--- src/rtl/cac_settings_arbiter.sv ---
`default_nettype none
// ============================================================================
// Module   : cac_settings_arbiter
// Brief    : Round-robin arbiter sharing the CAC settings RAM port among
//            NUM_REQ requesters. Runs one read or write per grant, handles the
//            RAM read latency and returns a one-hot response per requester.
//            An address at or above MEMORY_LENGTH is answered with rsp_err.
// Options  : CAC_ARB_PRIORITY_EN - requester 0 always wins when it is valid.
//            The remaining requesters rotate among themselves.
//            If undefined, all requesters rotate round-robin.
// Revision : 1.0 - initial release
// ============================================================================
module cac_settings_arbiter #(
  parameter int          NUM_REQ       = 4,
  parameter int          ADDR_WIDTH    = 8,
  parameter int          DATA_WIDTH    = 16,
  parameter int unsigned MEMORY_LENGTH = 64,
  parameter int          RD_LATENCY    = 1
) (
  input  logic                             clk_cac,
  input  logic                             rstb_cac,
  input  logic [NUM_REQ-1:0]               req_valid,
  output logic [NUM_REQ-1:0]               req_ready,
  input  logic [NUM_REQ-1:0]               req_we,
  input  logic [NUM_REQ*ADDR_WIDTH-1:0]    req_addr,
  input  logic [NUM_REQ*DATA_WIDTH-1:0]    req_wdata,
  output logic [NUM_REQ-1:0]               rsp_valid,
  output logic [DATA_WIDTH-1:0]            rsp_rdata,
  output logic                             rsp_err,
  output logic                             ram_en,
  output logic                             ram_we,
  output logic [ADDR_WIDTH-1:0]            ram_addr,
  output logic [DATA_WIDTH-1:0]            ram_wdata,
  input  logic [DATA_WIDTH-1:0]            ram_rdata
);

  localparam int GW = (NUM_REQ > 1) ? $clog2(NUM_REQ) : 1;
  localparam int CW = $clog2(RD_LATENCY + 1);
  localparam logic [NUM_REQ-1:0] ONE_HOT0 = NUM_REQ'(1);

  typedef enum logic [1:0] {
    IDLE   = 2'd0,
    ACCESS = 2'd1,
    WAIT   = 2'd2,
    RESP   = 2'd3
  } state_t;

  state_t                 state;
  logic [GW-1:0]          last_grant;
  logic [GW-1:0]          cur_req;
  logic                   cur_we;
  logic                   cur_err;
  logic [CW-1:0]          wait_cnt;

  logic [GW-1:0]          winner;
  logic [GW-1:0]          cand;
  logic                   found;
  logic                   accept;
  logic [ADDR_WIDTH-1:0]  sel_addr;
  logic [DATA_WIDTH-1:0]  sel_wdata;
  logic                   sel_we;
  logic                   sel_in_range;

  // Pick the first valid requester after the last grant, wrapping around.
  always_comb begin
    found  = 1'b0;
    winner = last_grant;
    cand   = '0;
`ifdef CAC_ARB_PRIORITY_EN
    if (req_valid[0]) begin
      found  = 1'b1;
      winner = '0;
    end
`endif
    for (int k = 1; k <= NUM_REQ; k++) begin
      cand = GW'((int'(last_grant) + k) % NUM_REQ);
`ifdef CAC_ARB_PRIORITY_EN
      if (!found && (cand != '0) && req_valid[cand]) begin
`else
      if (!found && req_valid[cand]) begin
`endif
        found  = 1'b1;
        winner = cand;
      end
    end
  end

  // Select the winning request fields. The range check is a plain unsigned
  // compare of the full address against MEMORY_LENGTH.
  always_comb begin
    sel_addr     = req_addr[winner*ADDR_WIDTH +: ADDR_WIDTH];
    sel_wdata    = req_wdata[winner*DATA_WIDTH +: DATA_WIDTH];
    sel_we       = req_we[winner];
    sel_in_range = (32'(sel_addr) < MEMORY_LENGTH);
    // The ready pulse is gated by reset so it stays low while reset is held.
    accept       = rstb_cac && (state == IDLE) && found;
    req_ready    = accept ? (ONE_HOT0 << winner) : '0;
  end

  // Transaction sequencer: grant, RAM strobe, read-latency wait, response.
  always_ff @(posedge clk_cac or negedge rstb_cac) begin
    if (!rstb_cac) begin
      state      <= IDLE;
      last_grant <= GW'(NUM_REQ - 1);
      cur_req    <= '0;
      cur_we     <= 1'b0;
      cur_err    <= 1'b0;
      wait_cnt   <= '0;
      rsp_valid  <= '0;
      rsp_rdata  <= '0;
      rsp_err    <= 1'b0;
      ram_en     <= 1'b0;
      ram_we     <= 1'b0;
      ram_addr   <= '0;
      ram_wdata  <= '0;
    end else begin
      case (state)
        IDLE: begin
          if (accept) begin
            cur_req    <= winner;
            last_grant <= winner;
            cur_we     <= sel_we;
            cur_err    <= !sel_in_range;
            ram_en     <= sel_in_range;
            ram_we     <= sel_in_range & sel_we;
            ram_addr   <= sel_addr;
            ram_wdata  <= sel_wdata;
            state      <= ACCESS;
          end
        end
        ACCESS: begin
          ram_en   <= 1'b0;
          ram_we   <= 1'b0;
          wait_cnt <= '0;
          if (cur_err || cur_we) begin
            rsp_valid <= ONE_HOT0 << cur_req;
            rsp_err   <= cur_err;
            rsp_rdata <= '0;
            state     <= RESP;
          end else begin
            state <= WAIT;
          end
        end
        WAIT: begin
          if (wait_cnt == CW'(RD_LATENCY - 1)) begin
            rsp_valid <= ONE_HOT0 << cur_req;
            rsp_err   <= 1'b0;
            rsp_rdata <= ram_rdata;
            state     <= RESP;
          end else begin
            wait_cnt <= wait_cnt + CW'(1);
          end
        end
        RESP: begin
          rsp_valid <= '0;
          rsp_err   <= 1'b0;
          rsp_rdata <= '0;
          state     <= IDLE;
        end
        default: state <= IDLE;
      endcase
    end
  end

endmodule
`default_nettype wire

--- config.mk ---
export PLATFORM = sky130hd
export DESIGN_NAME = cac_settings_arbiter
export DESIGN_NICKNAME = d
export VERILOG_FILES = /design/src/rtl/cac_settings_arbiter.sv
export SDC_FILE = /design/constraint.sdc
export NUM_CORES = 1
export LEC_CHECK = 0
export ABC_AREA = 1
export CAP_MARGIN = 20
export CORE_AREA = 2 2 76 78
export DETAILED_ROUTE_END_ITERATION = 10
export DIE_AREA = 0 0 78 80
export DONT_BUFFER_PORTS = 1
export PLACE_DENSITY = 0.87
export SLEW_MARGIN = 20
export SYNTH_ARGS = -nofsm -noshare
export SYNTH_HDL_FRONTEND = slang
export SYNTH_SLANG_ARGS = --single-unit
--- constraint.sdc ---
create_clock -name clk_cac -period 2.6 [get_ports clk_cac]
set_input_delay 0.26 -clock clk_cac [delete_from_list [all_inputs] [get_ports clk_cac]]
set_output_delay 0.26 -clock clk_cac [all_outputs]
set_load 0.02 [all_outputs]
==> metrics.cfg <==
[floorplanning]
die_h_um = 80
start_util = 0.624
num_rows = 27
die_width_um = 78
die-area_sq_um = 6240
pin_count = 173
coreArea_sq_um = 5410

[setup_path]
cp_slowest_cell = dfstp_2
crit_path_start_kind = flop
critical_path_class = reg2out
rrSetupSlack_ns = 0.18
cp-end-kind = output port
slowest_delay_ns = 0.64
required_ns = 2.34
critPathArrivalTime_ns = 2.31
cp_cell_sequence = buf_4 -> nand2_2 -> nand2_2 -> nand2_1 -> nand2_2 -> nor2_2 -> nand4_1 -> nand2_1 -> inv_1 -> nand2_4 -> inv_4 -> nand2_1 -> nor2_2 -> buf_4
worstPathMaxFanout = 11

[sta]
skew_ns = 0.0146
max_slew_margin = 0.596
holdWs_ns = 0.114
fin_crit_ns = 2.57
worst_pin_slew_ns = 0.606
rsz0062_at_grt = true
period_share = 0.990
hold_viol_final = 0
setup_viol = 0
fmax_mhz = 389
final_max_slew_viol_count = 0

[drt]
detail_route.vias_per_cell = 5.51
vias = 3286
drc = 0
drtPass1Iterations = 5
wire_per_inst_um = 15.4
wirelength_um = 9170
ant_nets = 0
drtIter0Drc = 206

[global_route]
antenna_found_initial = 0
grt_pass1_wl_um = 13500
first_global_vias = 2831
grt_max_degree = 56
grtUsageTotal = 0.275
overflow = 0

[layout]
diodes = 0
stdcell_count = 596
area_growth_pct = 13.2
multi_input_area_sq_um = 1780
seqCellArea_sq_um = 1380
nets = 650
design_area_sq_um = 3820
drive_above_1_share = 0.155
fillers = 488

[synthesis]
synth_common_cells = nand2_1 (254), dfrtp_1 (53), nand3_1 (51), o21ai_0 (31), inv_1 (27)
ys_seq_elements = 55
synth_edf_count = 0
synth_nets = 631
synthFlopType = dfrtp_1
yosys.area.top_type = dfrtp_1
yosys-top-cells-area = dfrtp_1 (39%), nand2_1 (28%), nand3_1 (7.6%)
synthArstFlopShare = 1.00
seq_area_frac_synth = 0.409
avgSynthCellArea_sq_um = 6.69
ys_types = 26
synthCells = 504
yosysWarnings = 0
synth_area_sq_um = 3370
yosysMostFrequentCell = nand2_1
synth_top_area_frac = 0.393

[cts]
path_clk_slew_ns = 0.10
htree_num_levels = 2
worst_skew_pair.late_latency_ns = 0.31
cts_tree = done
clock_path_buffers = 2
cts_root_buffer = clkbuf_8
clock-sinks = 55
cts-buffers-inserted = 5

[worst_hold_path]
hold_class = in2reg

[placed_design]
place_area_sq_um = 3420
placed_cells = 565
dpl.hpwl_um = 6370
io_buffers = 0
place.gp.congestion = 0.947

[power_and_ir_drop]
p_leak_nw = 2.06
ir_worst_vdd_v = 0.00119
p_per_area_nw_per_um2 = 1920

[run]
drv_cap = 0

[outcome]
status = completed

-- critical path: cells and delay by family, from the launching register on --
family / cells / cell delay (ns)
buf+inv: 4 / 0.50
simple gates: 10 / 0.86
flops: 1 / 0.64
-- where the power goes --
part           total (mW)  internal, mW  switching [mW]
clock               0.520         0.243           0.277
combinational        4.78          1.82            2.97
sequential           2.03          1.28           0.753
-- per-layer routing --
metal	global-route usage	wire length, um	share of wire	vias up
met1	0.364	3800	0.41	1469
met5	0	0	0	-
li1	-	-	-	1613
met3	0.0611	826	0.090	15
met2	0.448	4380	0.48	189
met4	0.0912	165	0.018	0
-- repair_timing --
item,CTS,global route
pin swaps,0,4
hold buffers,2,0
cloned,0,2
resized for setup,7,15
hold endpoints to repair,55,0
setup buffers,2,17
setup endpoints to repair,4,20
-- logic make-up after synthesis --
group | Yosys count | share of synthesized area
flip-flops | 55 | 0.409
AND/OR/NAND/NOR | 346 | 0.432
adder cells (fa/ha/maj) | 5 | 0.0185
AO/OA/AOI/OAI | 44 | 0.0657
buffers and inverters | 54 | 0.0753
-- layout make-up --
class | count | share of cell area
Timing Repair inverter | 1 | 0.00229
Tap cell | 72 | 0.0236
Multi-Input combinational cell | 395 | 0.466
Sequential cell | 55 | 0.361
Clock inverter | 1 | 0.00197
Inverter | 31 | 0.0351
Clock buffer | 7 | 0.0252
Timing Repair Buffer | 34 | 0.0849
-- flip-flops by register name, summed over array words and instances, names as in the netlist --
register and cells:
cur_we 1, rsp_rdata 16, ram_wdata 16, cur_err 1
ram_we 1, last_grant 2, cur_req 2, rsp_err 1
ram_en 1, rsp_valid 4, ram_addr 8, state 2
-- per-stage QoR --
step | setup WS, ns | utilization | power (mW) | setup TNS (ns)
after floorplan | 0.246 | - | 5.20 | 0
after global placement | 0.170 | 0.633 | 5.79 | 0
after detailed placement | 0.124 | 0.633 | 5.88 | 0
after CTS | -0.0276 | 0.666 | 6.54 | -0.0424
after global routing | -0.0831 | 0.706 | 7.98 | -0.330
final | 0.0268 | 0.706 | 7.34 | 0
-- final timing paths --
| check | startpoint | to | cells after the start |
|---|---|---|---|
| worst max-delay path | last_grant[0]$_DFFE_PN1P_ | req_ready[2] | 14 |
| worst min-delay path | ram_rdata[13] | rsp_rdata[13]$_DFFE_PN0P_ | 2 |
| worst max register to register | last_grant[0]$_DFFE_PN1P_ | ram_wdata[15]$_DFFE_PN0P_ | 16 |
| worst min register to register | cur_we$_DFFE_PN0P_ | cur_we$_DFFE_PN0P_ | 2 |
| max in group asynchronous | rstb_cac | last_grant[1]$_DFFE_PN1P_ | 2 |
| min in group asynchronous | rstb_cac | state[1]$_DFFE_PN0P_ | 2 |
-- placed cells by master, fill, tap and decap left out, types with 2 or more instances in the layout --
cell,n
dfstp_2,2
inv_2,2
inv_4,2
dfrtp_1,53
inv_1,26
nand3_1,51
buf_4,28
nand2_4,3
ha_1,5
a21oi_1,10
nor2_2,4
clkbuf_8,7
o21ai_0,31
buf_12,2
nand2_1,251
nor2_1,12
nand2_2,20
No activity file was read; power rests on OpenSTA's default activity.
